===== config.mk =====
export PLATFORM = sky130hd
export DESIGN_NAME = ov5640_power_ctrl
export DESIGN_NICKNAME = d
export VERILOG_FILES = /design/src/rtl/ov5640_pkg.sv /design/src/rtl/ov5640_power_ctrl.sv
export SDC_FILE = /design/constraint.sdc
export NUM_CORES = 1
export LEC_CHECK = 0
export CAP_MARGIN = 20
export CORE_MARGIN = 1
export CORE_UTILIZATION = 56
export CTS_BUF_LIST = sky130_fd_sc_hd__clkbuf_4 sky130_fd_sc_hd__clkbuf_8 sky130_fd_sc_hd__clkbuf_16
export CTS_CLUSTER_SIZE = 40
export DETAILED_ROUTE_END_ITERATION = 8
export DONT_BUFFER_PORTS = 1
export GPL_TIMING_DRIVEN = 1
export PLACE_DENSITY = 0.74
export SYNTH_ARGS = -nofsm -noshare
export SYNTH_HDL_FRONTEND = slang
export SYNTH_SLANG_ARGS = --single-unit

===== constraint.sdc =====
create_clock -name clk -period 2.4 [get_ports clk]
set_clock_uncertainty 0.2 [all_clocks]
set_input_delay 0.24 -clock clk [delete_from_list [all_inputs] [get_ports clk]]
set_output_delay 0.24 -clock clk [all_outputs]
set_load 0.01 [all_outputs]

===== src/rtl/ov5640_pkg.sv =====
// Shared types and constants for the OV5640 power-up sequencer.
package ov5640_pkg;

    typedef enum logic [1:0] {
        ST_PWDN = 2'd0,
        ST_RST  = 2'd1,
        ST_INIT = 2'd2,
        ST_DONE = 2'd3
    } pwr_state_e;

    localparam int CLK_FREQ_HZ         = 50_000_000;
    localparam int DEF_PWDN_CYCLES     = 250_000;
    localparam int DEF_RST_CYCLES      = 50_000;
    localparam int DEF_INIT_CYCLES     = 1_000_000;
    localparam int SIM_SHORT_DIVISOR   = 1000;

    function automatic int max3(input int a, input int b, input int c);
        int m;
        m = (a > b) ? a : b;
        return (m > c) ? m : c;
    endfunction

endpackage


===== src/rtl/ov5640_power_ctrl.sv =====
// OV5640 power-up sequencer: power-down, sensor reset release, init wait, done.
// Optional macro OV5640_PWR_SIM_SHORT_EN divides each phase count by 1000 (minimum 1).
module ov5640_power_ctrl
    import ov5640_pkg::*;
#(
    parameter int PWDN_CYCLES = DEF_PWDN_CYCLES,
    parameter int RST_CYCLES  = DEF_RST_CYCLES,
    parameter int INIT_CYCLES = DEF_INIT_CYCLES
) (
    input  logic clk,
    input  logic rst_n,
    output logic ov5640_pwdn,
    output logic ov5640_rst_n,
    output logic power_done
);

    if (PWDN_CYCLES < 1 || RST_CYCLES < 1 || INIT_CYCLES < 1) begin : g_param_check
        $error("ov5640_power_ctrl: all cycle parameters must be >= 1");
    end

`ifdef OV5640_PWR_SIM_SHORT_EN
    localparam int PWDN_LIM = (PWDN_CYCLES / SIM_SHORT_DIVISOR < 1) ? 1 : PWDN_CYCLES / SIM_SHORT_DIVISOR;
    localparam int RST_LIM  = (RST_CYCLES  / SIM_SHORT_DIVISOR < 1) ? 1 : RST_CYCLES  / SIM_SHORT_DIVISOR;
    localparam int INIT_LIM = (INIT_CYCLES / SIM_SHORT_DIVISOR < 1) ? 1 : INIT_CYCLES / SIM_SHORT_DIVISOR;
`else
    localparam int PWDN_LIM = PWDN_CYCLES;
    localparam int RST_LIM  = RST_CYCLES;
    localparam int INIT_LIM = INIT_CYCLES;
`endif

    localparam int MAX_LIM = max3(PWDN_LIM, RST_LIM, INIT_LIM);
    localparam int CNT_W   = $clog2(MAX_LIM + 1);

    // Reset holds the count at 0 and edge 0 already counts as a PWDN edge,
    // so PWDN ends one count later than the phases entered by a transition.
    localparam logic [CNT_W-1:0] PWDN_END = CNT_W'(PWDN_LIM);
    localparam logic [CNT_W-1:0] RST_END  = CNT_W'(RST_LIM - 1);
    localparam logic [CNT_W-1:0] INIT_END = CNT_W'(INIT_LIM - 1);

    pwr_state_e       state_q, state_d;
    logic [CNT_W-1:0] cnt_q, cnt_d;
    logic             pwdn_q, pwdn_d;
    logic             sensor_rst_n_q, sensor_rst_n_d;
    logic             done_q, done_d;

    always_comb begin
        state_d = state_q;
        cnt_d   = cnt_q + CNT_W'(1);
        case (state_q)
            ST_PWDN: begin
                if (cnt_q == PWDN_END) begin
                    state_d = ST_RST;
                    cnt_d   = '0;
                end
            end
            ST_RST: begin
                if (cnt_q == RST_END) begin
                    state_d = ST_INIT;
                    cnt_d   = '0;
                end
            end
            ST_INIT: begin
                if (cnt_q == INIT_END) begin
                    state_d = ST_DONE;
                    cnt_d   = '0;
                end
            end
            ST_DONE: begin
                cnt_d = cnt_q;
            end
            default: begin
                state_d = ST_PWDN;
                cnt_d   = '0;
            end
        endcase

        // Outputs follow the next state so each pin changes on the transition edge.
        pwdn_d         = (state_d == ST_PWDN);
        sensor_rst_n_d = (state_d == ST_INIT) || (state_d == ST_DONE);
        done_d         = (state_d == ST_DONE);
    end

    always_ff @(posedge clk) begin
        if (!rst_n) begin
            state_q        <= ST_PWDN;
            cnt_q          <= '0;
            pwdn_q         <= 1'b1;
            sensor_rst_n_q <= 1'b0;
            done_q         <= 1'b0;
        end else begin
            state_q        <= state_d;
            cnt_q          <= cnt_d;
            pwdn_q         <= pwdn_d;
            sensor_rst_n_q <= sensor_rst_n_d;
            done_q         <= done_d;
        end
    end

    assign ov5640_pwdn  = pwdn_q;
    assign ov5640_rst_n = sensor_rst_n_q;
    assign power_done   = done_q;

endmodule


**Yosys cells after proc, flatten, opt, wreduce, memory -nomap -nowiden**

Cells that the tools add are included.
W data, S select, Z words.

- $add $sub $neg: 1
- Multipliers: 0
- Bitwise gates (word level): 0
- Equality and inequality tests: 8
- Reductions and logical operators: 3
- Divide/modulo/power cells: 0
- Mux-type cells: 8
- Magnitude comparators: 0
- Shift operators: 0

Operators with widths:

| cell | count |
|---|---|
| $mux W20 | 3 |
| $pmux W20 S3 | 1 |
| $add A20 B1 Y20 const B | 1 |
| $eq A20 B16 Y1 const B | 1 |
| $eq A20 B18 Y1 const B | 1 |
| $eq A20 B20 Y1 const B | 1 |
| $eq A2 B2 Y1 const B | 4 |
| $mux W2 | 3 |
| $pmux W2 S3 | 1 |
| $logic_not A2 Y1 | 2 |
| $eq A2 B1 Y1 const B | 1 |
| $logic_or A1 B1 Y1 | 1 |

- Bits in registers: 25
- Memories kept: 0
- Output and inout bits: 3
- RAM bits: 0
- Logic and storage cells: 25
- Bits in read-only memories: 0
- Latch bits: 0

**Longest topological paths before layout**

Gate-level depths: netlist (run 1).

- Word-level depth: 5
- Mapped depth: 10
- Depth with buffers taken out: 8

**Worst setup path after synthesis (run 1)**

Ideal clock, no wire load.

- Kind: register -> register
- Start: register cnt_q[1]
- End: register cnt_q[9]
- Data arrival time: 2,098 ps
- Setup slack: -18 ps
- Path buffers: 1
- Setup time: 120 ps
- Stages on the path, launching flop included: 9
- Path through: dfxtp_1 ha_1 nand3_2 or4_4 o31ai_4 a21oi_2 buf_6 and3_1 a211o_1

- Word-level cells in the longest chain between the ends: 3
- Elaborated cells between the ends (all ways): 8
- Classes of those cells: add/sub (1); eq/ne (3); mux (4)

RTL lines:

| item | RTL line | source |
|---|---|---|
| start, declared | ov5640_power_ctrl.sv:41 | `logic [CNT_W-1:0] cnt_q, cnt_d;` |
| start signal, assigned | ov5640_power_ctrl.sv:92 | `cnt_q <= cnt_d;` |
| $add A20 B1 Y20 (tied with other cells) | ov5640_power_ctrl.sv:48 | `cnt_d = cnt_q + CNT_W'(1);` |
| $mux W20, on equally long branches | ov5640_power_ctrl.sv:63, ov5640_power_ctrl.sv:51, ov5640_power_ctrl.sv:57 |  |
| $pmux W20 S3 * | ov5640_power_ctrl.sv:49 | `case (state_q)` |

Every way passes the cells marked *; elsewhere a longest branch is shown, timed or not.
A chain may end at the register's enable or synchronous reset.

**Final worst setup path (run 1)**

Same ends and word-level chain as after synthesis.

==> results of run 1 <==
==> cell families (layout without fill, tap and decap cells) <==
group,Yosys count,in the layout
flip-flops,24,24
multiplexers,2,2
AND/OR/NAND/NOR,89,89
XOR/XNOR,1,1
buffers and inverters,18,35
AO/OA/AOI/OAI,44,44
adder cells (fa/ha/maj),7,7
==> metrics by stage <==
step / worst slack, ps / hold slack, ps / TNS [ps] / area, µm² / utilization, %
finish: 20.23 / 106.5 / 0 / 1774 / 70.97
global route: -55.14 / 102.3 / -402.9 / 1774 / 70.97
CTS: 2.330 / 97.58 / 0 / 1680 / 67.22
detailed placement: 31.79 / 192.5 / 0 / 1634 / 65.37
global placement: 75.69 / 190.9 / 0 / 1634 / 65.37
floorplan: 36.50 / 220.5 / 0 / 1508 / -
==> layout make-up <==
class	instances	area [µm²]
Multi-Input combinational cell	143	1015
Fill cell	197	725.7
Sequential cell	24	495.5
Timing Repair Buffer	17	137.6
Inverter	14	52.55
Tap cell	30	37.54
Clock buffer	4	36.28
==> registers in the layout (all words and copies together), names as in the netlist, named ones only <==
signal	flops
state_q	1
cnt_q	20
power_done	1
ov5640_pwdn	1
==> critical path: cells and delay by family (launching register included) <==
family	cells	cell delay [ps]
and+or+nand+nor	3	860
AOI/OAI and AO/OA	3	690
DFF	1	390
adders and majority gates	1	150
==> metal layers <==
layer	wire, µm	GRT usage, %	up-vias
met2	1895	50.41	65
met3	331	5.085	11
met4	85	15.35	0
met1	1758	40.75	726
li1	-	-	731
met5	0	0	-
==> timing repair <==
item / in CTS / in global routing
hold buffers: 1 / 0
buffers inserted: 0 / 1
gates resized for setup: 0 / 22
hold endpoints to repair: 16 / 0
endpoints found under the setup margin: 0 / 22
==> worst min-delay path by stage <==
stage	end	from	slack, ps	cells past startpoint
2_1_floorplan	cnt_q[0]$_SDFFE_PN0P_	rst_n	220	2
4_1_cts	cnt_q[13]$_SDFFE_PN0P_	rst_n	100	5
3_5_place_dp	cnt_q[16]$_SDFFE_PN0P_	rst_n	190	2
3_3_place_gp	state_q[1]$_SDFF_PN0_	rst_n	190	1
6_report	cnt_q[10]$_SDFFE_PN0P_	rst_n	110	5
5_1_grt	cnt_q[10]$_SDFFE_PN0P_	rst_n	100	5
==> cells in the final DEF, fill, tap and decap left out, types with 3 or more instances in the layout <==
cell,instances
nand2_1,16
ha_1,5
nand3_1,15
dfxtp_2,9
a31oi_1,9
dfxtp_1,14
and3_1,10
clkbuf_4,3
nor3_1,3
a21oi_1,9
nor2_1,9
and2_1,4
inv_1,13
o31ai_1,9
nand4_1,8
or2_2,3
buf_4,14
or3_1,3
==> power by group <==
part           internal (µW)  leakage (µW)  switching [µW]
Combinational           21.6      0.000446            27.0
Sequential               403      0.000199            6.59
Clock                   92.9     0.0000210             126
==> key figures, run 1 <==
Outcome
  • Status: finished, final reports clean

Timing
  • Slew Viols, Final: 0
  • RSZ-0062 raised after global routing: true
  • Final setup fails: 0
  • Worst-margin pin slew: 627.0 ps
  • Max_slew headroom: 58.04%
  • Fin crit share: 99.16%
  • Period minus WS final: 2380 ps
  • Fmax: 420.2 MHz
  • Hold Vio Cnt, Final: 0

Setup path
  • Worst EP required: 2430 ps
  • Crit start category: flop
  • Start point of the critical path: cnt_q[1]$_SDFFE_PN0P_
  • R2R depth: 7
  • Critical Path AT: 2410 ps
  • Reg2Reg Setup Slack: 20 ps
  • Crit Path Max Fanout: 5
  • Worst Setup EP: cnt_q[9]$_SDFFE_PN0P_
  • CP Capture Type: flop
  • Crit path kind: reg2reg
  • Critical Path Slowest Stage Cell: or4_4
  • FF-to-FF End: cnt_q[9]$_SDFFE_PN0P_
  • CP max stage delay: 580 ps
  • Critical path, cell by cell: ha_4 -> nand3_2 -> or4_4 -> o31ai_4 -> a21oi_4 -> and3_1 -> a211o_1
  • Reg-to-Reg Start: cnt_q[1]$_SDFFE_PN0P_

Place
  • RePlAce Congestion: 0.8805
  • Number of buffers added on ports: 0
  • Cells after DPL: 226
  • Detail Placement HPWL: 2.967 mm

Power
  • Worst vdd ir: 0.3072 mV
  • Pleak: 0.0006658 µW
  • Power Total: 677.8 µW
  • Pwr dens: 382.0 nW/µm²

Routing
  • Routed Antenna Nets: 0
  • Initial DRC count: 92
  • Vias/cell: 6.608
  • # DRC: 0
  • Vias: 1,533
  • Mean routed wirelength per cell: 17.55 µm
  • Initial DRT Pass Iterations: 4
  • Routed WL: 4.071 mm

Logic synthesis
  • Async set or reset register ratio after synthesis: 0%
  • XOR/XNOR Fraction of Synth Area: 0.5828%
  • Most used DFF post-synth: dfxtp_1
  • Post-synthesis adder-cell area fraction: 5.828%
  • Sequential area share after synthesis: 31.97%
  • Synth Register Bits: 24
  • Yosys warnings: 0
  • Ranking of synthesized cells by area: dfxtp_1 (32%), ha_1 (5.8%), nand3_1 (5.3%)
  • Cells after synthesis: 185
  • Post-synthesis compound-gate area fraction: 21.23%
  • Syn Area/Cell: 8.123 µm²
  • Most frequent cell after synthesis: dfxtp_1
  • Synth area leader: dfxtp_1
  • Count of cell types in the netlist: 46
  • Post-Synth Simple-Gate Area: 33.97%
  • Largest family of logic cells by synthesized area: simple AND/OR/NAND/NOR gates
  • Commonest cells post-synth: dfxtp_1 (24), nand2_1 (17), nand3_1 (16)
  • Post-synth EDFFs: 0
  • Multiplexer share of the synthesized area: 1.332%
  • Mapped Area: 1503 µm²
  • Post-Syn Nets: 194
  • Top cell type's share of synthesized area: 31.97%

Die
  • Die Width: 53.80 µm
  • Core box area: 2500 µm²
  • Site Rows: 18
  • Die Footprint: 2894 µm²
  • Io pins: 5
  • Vert. Die Dim: 53.80 µm
  • Initial Utilization: 60.11%

Global routing
  • First-pass GRT wire length: 6.520 mm
  • Initial antenna violation count: 0
  • Total grt overflow: 0
  • Tot GR Track Use: 31.53%
  • Largest net degree at the start of global routing: 16
  • Vias in the first global route: 1,391

Final layout
  • Final nets: 212
  • Layout cells sized above 1: 23.76%
  • Area growth, synth to finish: 18.07%
  • ANT cells: 0
  • Non-filler cells in the finished layout: 232

Flow run
  • Max-cap violations: 0

Clock tree
  • CTS Sinks: 24
  • CTS tree: done
  • Clk_lat worst skew: 320 ps
  • Worst-case clock buffer depth: 2
  • TritonCTS Buffers: 3
  • # H-tree levels: 1
  • Root Driver: clkbuf_4
  • Worst-path clk slew: 130 ps

Min path
  • Worst Hold Class: in2reg
Note: power is estimated with default switching activity, not from simulation.
==> run 2, diff against run 1 <==
--- a/config.mk
+++ b/config.mk
@@ -14,6 +14,7 @@
 export DONT_BUFFER_PORTS = 1
 export GPL_TIMING_DRIVEN = 1
 export PLACE_DENSITY = 0.74
+export REMOVE_ABC_BUFFERS = 1
 export SYNTH_ARGS = -nofsm -noshare
 export SYNTH_HDL_FRONTEND = slang
 export SYNTH_SLANG_ARGS = --single-unit
==> run 2 against run 1 <==
  * The flow now finishes with violations (setup timing)
  * Power grew 1.2%
  * Critical endpoint unchanged
  * Fmax shrank 1.1%
  * Final cell count rose by 1.7%
  * Largest power group unchanged
  * Clock-buffer cell count is the same
  * Non-clock buffer count up 4
  * Critical path depth stayed put
  * Wire length grew 4.3%
  * Worst setup slack worse by 27 ps
  * Design area is 5.2% higher
  * Sequential power about the same
==> key figures, run 2 (synthesized netlist as in run 1, its figures left out) <==
Timing
  • Slew Viols, Final: 0
  • Fin crit share: 100.3%
  • Final setup fails: 2
  • Max_slew headroom: 59.10%
  • RSZ-0062 raised after global routing: true
  • Hold Vio Cnt, Final: 0
  • Fmax: 415.4 MHz
  • Final worst setup slack: -7.134 ps
  • Worst-margin pin slew: 611.3 ps
  • Period minus WS final: 2407 ps

Setup path
  • Worst EP required: 2430 ps
  • Critical Path AT: 2430 ps
  • Start point of the critical path: cnt_q[0]$_SDFFE_PN0P_
  • Crit path buf inv count: 0
  • CP Capture Type: flop
  • CP max stage delay: 560 ps
  • Critical path, cell by cell: ha_4 -> nand3_2 -> or4_4 -> o31ai_4 -> a21oi_4 -> and3_4 -> a211o_1
  • Crit Path Max Fanout: 7
  • Reg-to-Reg Start: cnt_q[0]$_SDFFE_PN0P_
  • Crit path kind: reg2reg
  • Critical Path Slowest Stage Cell: or4_4
  • Top delay family on crit path: simple AND/OR/NAND/NOR gates
  • Crit start category: flop

Final layout
  • ANT cells: 0
  • Final nets: 216
  • Area growth, synth to finish: 24.23%
  • # fillers: 181
  • Final instance area: 1867 µm²
  • Most common cell after layout, fill and taps aside: buf_4
  • Layout cells sized above 1: 27.67%
  • Commonest non-fill, non-tap cells in the layout: buf_4 (18), nand2_1 (17), nand3_1 (16)
  • Non-filler cells in the finished layout: 236
  • Largest register by flop count: cnt_q
  • Number of flip-flops in the largest register: 20

Clock tree
  • CTS Sinks: 24
  • Worst-path clk slew: 140 ps
  • Root Driver: clkbuf_4
  • TritonCTS Buffers: 3
  • CTS tree: done
  • # H-tree levels: 1
  • Clk_lat worst skew: 330 ps
  • Worst-case clock buffer depth: 2

Routing
  • Routed WL: 4.248 mm
  • Routed Antenna Nets: 0
  • Vias/cell: 6.538
  • Initial DRT Pass Iterations: 4
  • Mean routed wirelength per cell: 18.00 µm
  • # DRC: 0
  • Initial DRC count: 70
  • Vias: 1,543

Outcome
  • Failing checks: setup timing
  • Status: complete, but fails checks

Power
  • Power Total: 685.7 µW
  • Pwr dens: 367.3 nW/µm²
  • Pleak: 0.0007014 µW
  • Worst vdd ir: 0.3349 mV

Place
  • Post-placement cell area: 1659 µm²
  • RePlAce Congestion: 0.9383
  • Number of buffers added on ports: 0
  • Cells after DPL: 230
  • Detail Placement HPWL: 2.873 mm

Die
  • Core box area: 2500 µm²
  • Site Rows: 18
  • Io pins: 5
  • Initial Utilization: 60.11%
  • Vert. Die Dim: 53.80 µm
  • Die Width: 53.80 µm
  • Die Footprint: 2894 µm²

Global routing
  • Total grt overflow: 0
  • Tot GR Track Use: 30.53%
  • Largest net degree at the start of global routing: 16
  • First-pass GRT wire length: 6.251 mm
  • Vias in the first global route: 1,377
  • Initial antenna violation count: 0

Min path
  • Hold Crit Start: rst_n
  • Worst Hold Class: in2reg

Flow run
  • Max-cap violations: 0
==> run 2: cell count changes in the layout (fill, tap and decap cells not counted), sizes merged <==
cell  change
buf       +4
==> run 2: worst min-delay path: stages <==
cell	delay [ps]
o41ai_4	40
a21oi_4	50
nand3_1	90
o311ai_0	140
==> run 2: cell type report <==
class	count	area [µm²]	area share (%)
clock buffers	4	36.28	1.944
multi-input cells	143	1074	57.51
well taps	30	37.54	2.011
flip-flops and latches	24	499.2	26.74
inverters	14	52.55	2.815
repair buffers	21	167.7	8.981
==> run 2: worst paths after layout <==
| path | cells after the start | slack (ps) | end |
|---|---|---|---|
| max | 7 | -7 | cnt_q[9]$_SDFFE_PN0P_ |
| min | 4 | 100 | cnt_q[15]$_SDFFE_PN0P_ |
| max reg2reg | 7 | -7 | cnt_q[9]$_SDFFE_PN0P_ |
| min reg2reg | 2 | 320 | cnt_q[10]$_SDFFE_PN0P_ |
==> run 2: timing repair <==
item,in CTS,in global routing
pin swaps,0,6
gates resized for setup,2,30
setup buffers,0,1
cloned,0,0
endpoints found under the hold margin,15,0
setup endpoints to repair,5,19
hold buffers,1,0
==> run 2: per-stage QoR <==
stage | worst slack (ps) | hold WS (ps) | utilization, % | TNS [ps]
after floorplan | -50.73 | 183.9 | - | -71.03
after global placement | 44.51 | 192.2 | 66.37 | 0
after detailed placement | 1.722 | 192.5 | 66.37 | 0
after CTS | 15.21 | 93.93 | 68.32 | 0
after global routing | -40.35 | 104.0 | 74.67 | -262.9
final | -7.134 | 100.3 | 74.67 | -12.67
==> run 2: power breakdown <==
| part | leakage (µW) | switching [µW] | total, µW | internal [µW] |
|---|---|---|---|---|
| combinational | 0.000482 | 27.1 | 51.4 | 24.3 |
| clock | 0.0000210 | 132 | 225 | 92.9 |
| sequential | 0.000199 | 7.33 | 409 | 402 |
==> run 2: layer usage <==
metal	global-route usage (%)	part of all wire, %	up-vias
li1	-	-	742
met1	39.73	45	731
met2	51.03	48	59
met3	4.237	5.2	11
met4	10.53	2.1	0
met5	0	0	-
==> run 3, diff against run 2 <==
--- a/config.mk
+++ b/config.mk
@@ -13,6 +13,7 @@
 export DETAILED_ROUTE_END_ITERATION = 8
 export DONT_BUFFER_PORTS = 1
 export GPL_TIMING_DRIVEN = 1
+export MAX_ROUTING_LAYER = met4
 export PLACE_DENSITY = 0.74
 export REMOVE_ABC_BUFFERS = 1
 export SYNTH_ARGS = -nofsm -noshare
==> run 3 against run 2 <==
  * The flow still finishes with violations (setup timing)
  * Via count is 1.1% higher
  * Worst setup slack got worse by 1.3 ps
  * Largest cell class unchanged
  * Highest routed layer unchanged
  * Final cell count is the same
  * Global-route usage up 0.83 points
  * Power increased by 0.25%
  * Die area is the same
  * Critical path type unchanged
  * Non-clock buffer count stayed put
==> key figures, run 3 (synthesized netlist as in run 1, its figures left out) <==
Outcome
  • Status: complete, but fails checks
  • Failing checks: setup timing

Routing
  • Initial DRC count: 77
  • Routed Antenna Nets: 0
  • Mean routed wirelength per cell: 18.11 µm
  • Routed WL: 4.274 mm
  • Vias/cell: 6.610
  • # DRC: 0
  • Vias: 1,560
  • Initial DRT Pass Iterations: 4

Final layout
  • Footprint of the multi-input gates: 1074 µm²
  • Register area: 499.2 µm²
  • Final nets: 216
  • Non-filler cells in the finished layout: 236
  • Most common cell after layout, fill and taps aside: buf_4
  • Layout cells sized above 1: 27.67%
  • Area growth, synth to finish: 24.23%
  • ANT cells: 0
  • Largest register by flop count: cnt_q
  • Number of flip-flops in the largest register: 20
  • Final core utilization: 74.67%
  • Commonest non-fill, non-tap cells in the layout: buf_4 (18), nand2_1 (17), nand3_1 (16)
  • # fillers: 181

Power
  • Pleak: 0.0007014 µW
  • Pwr dens: 368.2 nW/µm²
  • Worst vdd ir: 0.3348 mV

Timing
  • Setup_tns: -10.29 ps
  • Final worst setup slack: -8.446 ps
  • Fin crit share: 100.4%
  • RSZ-0062 raised after global routing: true
  • Fmax: 415.2 MHz
  • Period minus WS final: 2408 ps
  • Worst-margin pin slew: 616.3 ps
  • Final setup fails: 2
  • Slew Viols, Final: 0
  • Hold Vio Cnt, Final: 0
  • Max_slew headroom: 58.76%

Global routing
  • Total grt overflow: 0
  • Largest net degree at the start of global routing: 16
  • Tot GR Track Use: 31.36%
  • Initial antenna violation count: 0
  • First-pass GRT wire length: 6.244 mm
  • Vias in the first global route: 1,372

Clock tree
  • # H-tree levels: 1
  • CTS tree: done
  • Clk_lat worst skew: 330 ps
  • Root Driver: clkbuf_4
  • Worst-path clk slew: 150 ps
  • CTS Sinks: 24
  • TritonCTS Buffers: 3
  • Worst-case clock buffer depth: 2

Setup path
  • CP Capture Type: flop
  • Critical Path AT: 2440 ps
  • Worst EP required: 2430 ps
  • Crit start category: flop
  • Crit Path Max Fanout: 7
  • Crit path kind: reg2reg

Die
  • Die Width: 53.80 µm
  • Die Footprint: 2894 µm²
  • Site Rows: 18
  • Initial Utilization: 60.11%
  • Io pins: 5
  • Vert. Die Dim: 53.80 µm
  • Core box area: 2500 µm²

Place
  • Number of buffers added on ports: 0
  • RePlAce Congestion: 0.9551
  • Detail Placement HPWL: 2.873 mm
  • Cells after DPL: 230

Min path
  • Worst Hold Class: in2reg

Flow run
  • Max-cap violations: 0
==> run 3: where the power goes <==
part	leakage [µW]	switching, µW	internal, µW
clock	0.0000210	134	92.9
combinational	0.000482	26.9	24.3
sequential	0.000199	7.20	402
==> run 3: final cells by class <==
| class | count | area share, % |
|---|---|---|
| inverters | 14 | 2.815 |
| clock buffers | 4 | 1.944 |
| flip-flops and latches | 24 | 26.74 |
| multi-input cells | 143 | 57.51 |
| repair buffers | 21 | 8.981 |
| well taps | 30 | 2.011 |
==> run 3: critical path, stage by stage (launching register included) <==
cell,delay (ps)
dfxtp_4,410
ha_4,150
nand3_2,80
or4_4,560
o31ai_4,310
a21oi_4,140
and3_4,200
a211o_1,250
==> run 3: timing repair <==
action / in CTS / in global routing
gates resized for setup: 2 / 30
pin swaps: 0 / 6
hold buffers: 1 / 0
buffers inserted: 0 / 1
endpoints found under the setup margin: 5 / 19
hold endpoints to repair: 15 / 0
==> run 3: path summary, 6_finish.rpt <==
kind                               start                      to  slack [ps]  cells after the start
setup / recovery   cnt_q[0]$_SDFFE_PN0P_   cnt_q[9]$_SDFFE_PN0P_          -8                      7
hold reg to reg   cnt_q[10]$_SDFFE_PN0P_  cnt_q[10]$_SDFFE_PN0P_         320                      2
hold / removal                     rst_n  cnt_q[15]$_SDFFE_PN0P_         100                      4
setup reg to reg   cnt_q[0]$_SDFFE_PN0P_   cnt_q[9]$_SDFFE_PN0P_          -8                      7
==> run 3: routing by layer <==
metal / vias up / share of wire [%] / global-route usage [%]
li1: 744 / - / -
met1: 725 / 44 / 39.55
met2: 75 / 46 / 51.03
met3: 16 / 6.8 / 4.237
met4: 0 / 2.9 / 10.53
met5: - / 0 / -
==> run 3: metrics by stage <==
stage / total power (µW) / area, µm² / hold slack (ps) / worst slack (ps)
finish: 687.4 / 1867 / 98.49 / -8.446
global route: 705.4 / 1867 / 103.2 / -40.02
CTS: 677.5 / 1708 / 93.93 / 15.21
detailed placement: 456.8 / 1659 / 192.5 / 1.722
global placement: 455.9 / 1659 / 192.2 / 44.51
floorplan: 436.9 / 1479 / 183.9 / -50.73
